**src/rtl/axi_dram_bridge_pkg.sv**
```systemverilog
// Shared types and constants for the farm-to-DRAM AXI4-Lite bridge.
//   bridge_state_t     : FSM states of the bridge
//   DRAM_BASE_ADDR     : byte address of record 0 in DRAM
//   RECORD_STRIDE_LOG2 : log2 of bytes per record
//   record_byte_addr() : record index -> 17-bit DRAM byte address
package axi_dram_bridge_pkg;

    typedef enum logic [2:0] {
        IDLE = 3'd0,
        AR   = 3'd1,
        R    = 3'd2,
        AW   = 3'd3,
        W    = 3'd4,
        B    = 3'd5
    } bridge_state_t;

    localparam logic [16:0] DRAM_BASE_ADDR     = 17'h10000;
    localparam int          RECORD_STRIDE_LOG2 = 2;

    // The result wraps to 17 bits; the DRAM address space is 17 bits wide.
    function automatic logic [16:0] record_byte_addr(
        input logic [16:0] base,
        input int unsigned stride_log2,
        input logic [7:0]  idx
    );
        logic [16:0] offset;
        offset = {9'b0, idx} << stride_log2;
        return base + offset;
    endfunction

endpackage

```
**src/rtl/axi_dram_bridge.sv**
```systemverilog
// Single-outstanding bridge from the farm request port (C_*) to an
// AXI4-Lite-style DRAM slave.  One 32-bit read or write is accepted while
// idle, the matching AR/R or AW/W/B sequence is run, and a one-cycle
// C_out_valid pulse reports completion.
// Ports:
//   clk, rst                  : clock and synchronous active-high reset
//   C_addr/C_data_w/C_r_wb    : request record index, write data, 1=read
//   C_in_valid                : request strobe, honoured only while idle
//   C_out_valid/C_data_r      : completion pulse and read data
//   AR_*, R_*, AW_*, W_*, B_* : AXI4-Lite channels towards the DRAM slave
// Every output comes straight from a flop.
module axi_dram_bridge
    import axi_dram_bridge_pkg::*;
#(
    parameter logic [16:0] BASE_ADDR   = DRAM_BASE_ADDR,
    parameter int          STRIDE_LOG2 = RECORD_STRIDE_LOG2
) (
    input  logic        clk,
    input  logic        rst,
    input  logic [7:0]  C_addr,
    input  logic [31:0] C_data_w,
    input  logic        C_in_valid,
    input  logic        C_r_wb,
    output logic        C_out_valid,
    output logic [31:0] C_data_r,
    output logic        AR_VALID,
    output logic [16:0] AR_ADDR,
    input  logic        AR_READY,
    input  logic        R_VALID,
    input  logic [31:0] R_DATA,
    input  logic [1:0]  R_RESP,
    output logic        R_READY,
    output logic        AW_VALID,
    output logic [16:0] AW_ADDR,
    input  logic        AW_READY,
    output logic        W_VALID,
    output logic [31:0] W_DATA,
    input  logic        W_READY,
    input  logic        B_VALID,
    input  logic [1:0]  B_RESP,
    output logic        B_READY
);

    bridge_state_t state_reg, state_next;

    logic        ar_valid_reg, r_ready_reg, aw_valid_reg, w_valid_reg, b_ready_reg;
    logic        out_valid_reg;
    logic [16:0] addr_reg;
    logic [31:0] data_reg;
    logic [31:0] rdata_reg;

    logic        capture;
    logic        r_fire;
    logic        done_next;

    // Responses are not inspected: every transfer completes as success.
    logic resp_unused;
    assign resp_unused = ^{R_RESP, B_RESP};

    // Handshakes use the registered VALID/READY, so a slave signal that
    // arrives before ours cannot advance the FSM or capture data.
    always_comb begin
        state_next = state_reg;
        capture    = 1'b0;
        r_fire     = 1'b0;
        done_next  = 1'b0;
        case (state_reg)
            IDLE: begin
                if (C_in_valid) begin
                    capture    = 1'b1;
                    state_next = C_r_wb ? AR : AW;
                end
            end
            AR: begin
                if (ar_valid_reg && AR_READY) begin
                    state_next = R;
                end
            end
            R: begin
                if (r_ready_reg && R_VALID) begin
                    r_fire     = 1'b1;
                    done_next  = 1'b1;
                    state_next = IDLE;
                end
            end
            AW: begin
                if (aw_valid_reg && AW_READY) begin
                    state_next = W;
                end
            end
            W: begin
                if (w_valid_reg && W_READY) begin
                    state_next = B;
                end
            end
            B: begin
                if (b_ready_reg && B_VALID) begin
                    done_next  = 1'b1;
                    state_next = IDLE;
                end
            end
            default: state_next = IDLE;
        endcase
    end

    // Channel strobes are registered from the next state so they line up
    // with the state they belong to without any output decode.
    always_ff @(posedge clk) begin
        if (rst) begin
            state_reg     <= IDLE;
            ar_valid_reg  <= 1'b0;
            r_ready_reg   <= 1'b0;
            aw_valid_reg  <= 1'b0;
            w_valid_reg   <= 1'b0;
            b_ready_reg   <= 1'b0;
            out_valid_reg <= 1'b0;
            addr_reg      <= '0;
            data_reg      <= '0;
            rdata_reg     <= '0;
        end else begin
            state_reg     <= state_next;
            ar_valid_reg  <= (state_next == AR);
            r_ready_reg   <= (state_next == R);
            aw_valid_reg  <= (state_next == AW);
            w_valid_reg   <= (state_next == W);
            b_ready_reg   <= (state_next == B);
            out_valid_reg <= done_next;
            if (capture) begin
                addr_reg <= record_byte_addr(BASE_ADDR, STRIDE_LOG2, C_addr);
                data_reg <= C_data_w;
            end
            if (r_fire) begin
                rdata_reg <= R_DATA;
            end
        end
    end

    assign C_out_valid = out_valid_reg;
    assign C_data_r    = rdata_reg;
    assign AR_VALID    = ar_valid_reg;
    assign AR_ADDR     = addr_reg;
    assign R_READY     = r_ready_reg;
    assign AW_VALID    = aw_valid_reg;
    assign AW_ADDR     = addr_reg;
    assign W_VALID     = w_valid_reg;
    assign W_DATA      = data_reg;
    assign B_READY     = b_ready_reg;

endmodule

```
**config.mk**
```make
export PLATFORM = sky130hd
export DESIGN_NAME = axi_dram_bridge
export DESIGN_NICKNAME = d
export VERILOG_FILES = /design/src/rtl/axi_dram_bridge_pkg.sv /design/src/rtl/axi_dram_bridge.sv
export SDC_FILE = /design/constraint.sdc
export NUM_CORES = 1
export LEC_CHECK = 0
export BUFFER_PORTS_ARGS = -buffer_cell sky130_fd_sc_hd__buf_4
export CORE_AREA = 2 2 85 87
export CTS_CLUSTER_DIAMETER = 80
export DETAILED_ROUTE_END_ITERATION = 6
export DIE_AREA = 0 0 87 89
export PLACE_DENSITY = 0.83
export SETUP_SLACK_MARGIN = 0.5
export SLEW_MARGIN = 20
export SYNTH_ARGS = -nofsm -noshare
export SYNTH_HDL_FRONTEND = slang
export SYNTH_SLANG_ARGS = --single-unit
export TNS_END_PERCENT = 5
```
**constraint.sdc**
```tcl
create_clock -name clk -period 4.6 [get_ports clk]
set_input_delay 0.46 -clock clk [delete_from_list [all_inputs] [get_ports clk]]
set_output_delay 0.46 -clock clk [all_outputs]
set_load 0.05 [all_outputs]
```
==> results.cfg <==
[outcome]
status = finished clean

[drt]
drtPass1Iterations = 5
drc = 0
ant_nets = 0
totalWireLength_mm = 8.06
wire_per_inst_um = 13.1
first_iter_violations = 147
avgViaCountPerCell = 4.78
vias = 2945

[synthesis]
syn-cell-area_um2 = 3060
synth_cell_types = 25
synth.avg_cell_area_um2 = 7.94
synth_top_area_share_pct = 53.7
synth.area.top_cells = dfxtp_1, nand2_1, a21oi_1
synth_top_area_cell = dfxtp_1
seq_area_frac_synth_pct = 53.7
synthCells = 385
yosysWarnings = 0
synth-seq-cells = 82

[worst_setup_path]
path_class = reg -> reg
path_max_fanout = 23
cp-start-kind = flop
cp.required_ns = 4.78
crit_arrival_ns = 2.12
endpoint_kind = flop

[layout]
area_growth_pct = 44.9
layout-drive-gt1-share_pct = 35.1
fillers = 590
nets = 617
antenna_cells = 0

[sta]
setup-tns-final_ns = 0
slew_headroom_pct = 45.4
worstMarginPinSlew_ns = 0.819
hold_violations = 0
post-route-period-util_pct = 42.3
rsz0062_at_grt = no
fin_skew_ns = 0.0111
max_freq_ghz = 0.513
setup_viol = 0
layout_min_cycle_time_ns = 1.95
setup_ws_ns = 2.65
drv_slew = 0

[global_routing]
grt_pass1_vias = 2715
grtUsageTotal_pct = 19.8
grt_overflow_total = 0
grt_max_degree = 80
antenna_found_initial = 0
grt_pass1_wl_mm = 11.9

[floorplan]
rows = 30
die_h_um = 89
coreArea_um2 = 6720
die_w_um = 87
pin_count = 189
initial_core_util_pct = 45.5
die_area_um2 = 7740

[clock_tree]
cts-root-buf = clkbuf_8
htreeDepth = 3
ctsHoldBuffers = 0
cts_tree = done
clockBufferDepth = 2
cts_setup_buffers = 0
cts_made_buffers = 9
clkLatencyLatePin_ns = 0.33
path_clk_slew_ns = 0.08
ctsResizeCount = 0
cts_num_sinks = 82

[placement]
gp_congestion = 0.760
dp_slack_ns = 2.51
hpwl_mm = 5.89
portBuffers = 168

[pwr]
vdd_drop_max_uv = 164
combPwrFrac_pct = 22.8
power_frac_clock_pct = 32.0
p_per_area_nw_per_um2 = 384
switching_power_mw = 0.529
leakagePower_nw = 1.99
switching_share_pct = 31.1
p_int_mw = 1.17
seqPwrFrac_pct = 45.2

[flow_run]
cap_violations = 0

[worst_hold_path]
hp-class = in -> reg
## worst max-delay path: stages (launching register included)
cell and delay, ns:
dfxtp_1 0.46, nor3b_1 0.36, nand3_1 0.43, buf_4 0.37
nand2_1 0.09, a21oi_1 0.08
## path summary, 6_finish.rpt
check	depth (start not counted)	slack, ns	startpoint	endpoint
worst min-delay path	3	0.36	C_data_w[11]	W_DATA[11]
worst max-delay path	5	2.65	state_reg[1]	C_data_r[9]
worst max register to register	5	2.65	state_reg[1]	C_data_r[9]
worst min register to register	2	0.46	W_DATA[5]	W_DATA[5]
## metrics by stage
step	utilization [%]	instances	hold WS (ns)	total power [mW]	instance area (um^2)
after floorplan	-	400	0.596	1.05	3110
after global placement	62.7	601	0.442	1.16	4210
after detailed placement	62.8	601	0.447	1.17	4220
after CTS	65.9	616	0.344	1.72	4430
after global routing	65.9	616	0.349	1.77	4430
final	65.9	616	0.365	1.70	4430
## power by group through the flow
stage               sequential, mW  clock [mW]  combinational [mW]
finish                       0.769       0.545               0.387
global placement             0.783           0               0.382
global route                 0.773       0.584               0.410
floorplan                    0.898           0               0.157
detailed placement           0.786           0               0.388
CTS                          0.769       0.560               0.388
## routing by layer
layer | up-vias | track usage [%] | share of wire, %
met5 | - | 0 | 0
met4 | 0 | 11.1 | 2.6
met3 | 17 | 4.25 | 7.2
met2 | 129 | 37.3 | 52
met1 | 1308 | 20.3 | 38
li1 | 1491 | - | -
## synth_stat cells
master,count
conb_1,1
buf_4,25
nand2_1,145
a31oi_1,1
o21ai_0,1
nor3_1,2
buf_2,6
o31ai_1,1
nor2b_1,3
and3_1,1
nor3b_1,2
and2_1,1
and3b_1,2
o2bb2ai_1,1
a21oi_1,75
nor2_1,5
or4b_1,2
dfxtp_1,82
a21boi_0,1
inv_1,2
clkbuf_1,19
nor3_2,1
nand2b_1,2
a32oi_1,1
nand3_1,3
## cell type report
| cell class | instances | area [um^2] | share of cell area [%] |
|---|---|---|---|
| clock buffer | 10 | 128 | 2.88 |
| tap | 80 | 100 | 2.26 |
| sequential | 82 | 1640 | 37.1 |
| multi-input combinational | 266 | 1190 | 26.8 |
| clock inverter | 5 | 80.1 | 1.81 |
| timing repair buffer | 171 | 1280 | 29.0 |
| inverter | 2 | 7.51 | 0.170 |
## cells in the final DEF (no fill, tap or decap)
master      Yosys  routed
nand3_1         3       3
nor3b_1         2       2
nor2b_4         0       1
nor2b_1         3       2
nor3_2          1       2
inv_1           2       2
a21oi_1        75      75
conb_1          1      16
clkinv_2        0       1
nor2_1          5       5
nand2b_1        2       2
a21boi_0        1       1
o31ai_1         1       1
a31oi_1         1       1
a32oi_1         1       1
o2bb2ai_1       1       1
and3b_1         2       2
o21ai_0         1       1
bufinv_16       0       2
and2_1          1       1
nand2_1       145     145
clkbuf_8        0       9
and3_1          1       1
or4b_1          2       2
nor3_1          2       1
buf_4          25     171
clkinvlp_4      0       2
clkbuf_1       19       1
dfxtp_1        82      82
## cell families after synthesis
logic type | Yosys count | synth area share, %
compound gates | 81 | 13.7
buf+inv | 52 | 9.71
flops | 82 | 53.7
simple gates | 169 | 22.7
other cells | 1 | 0.123
Power figures use the tool's default switching activity.
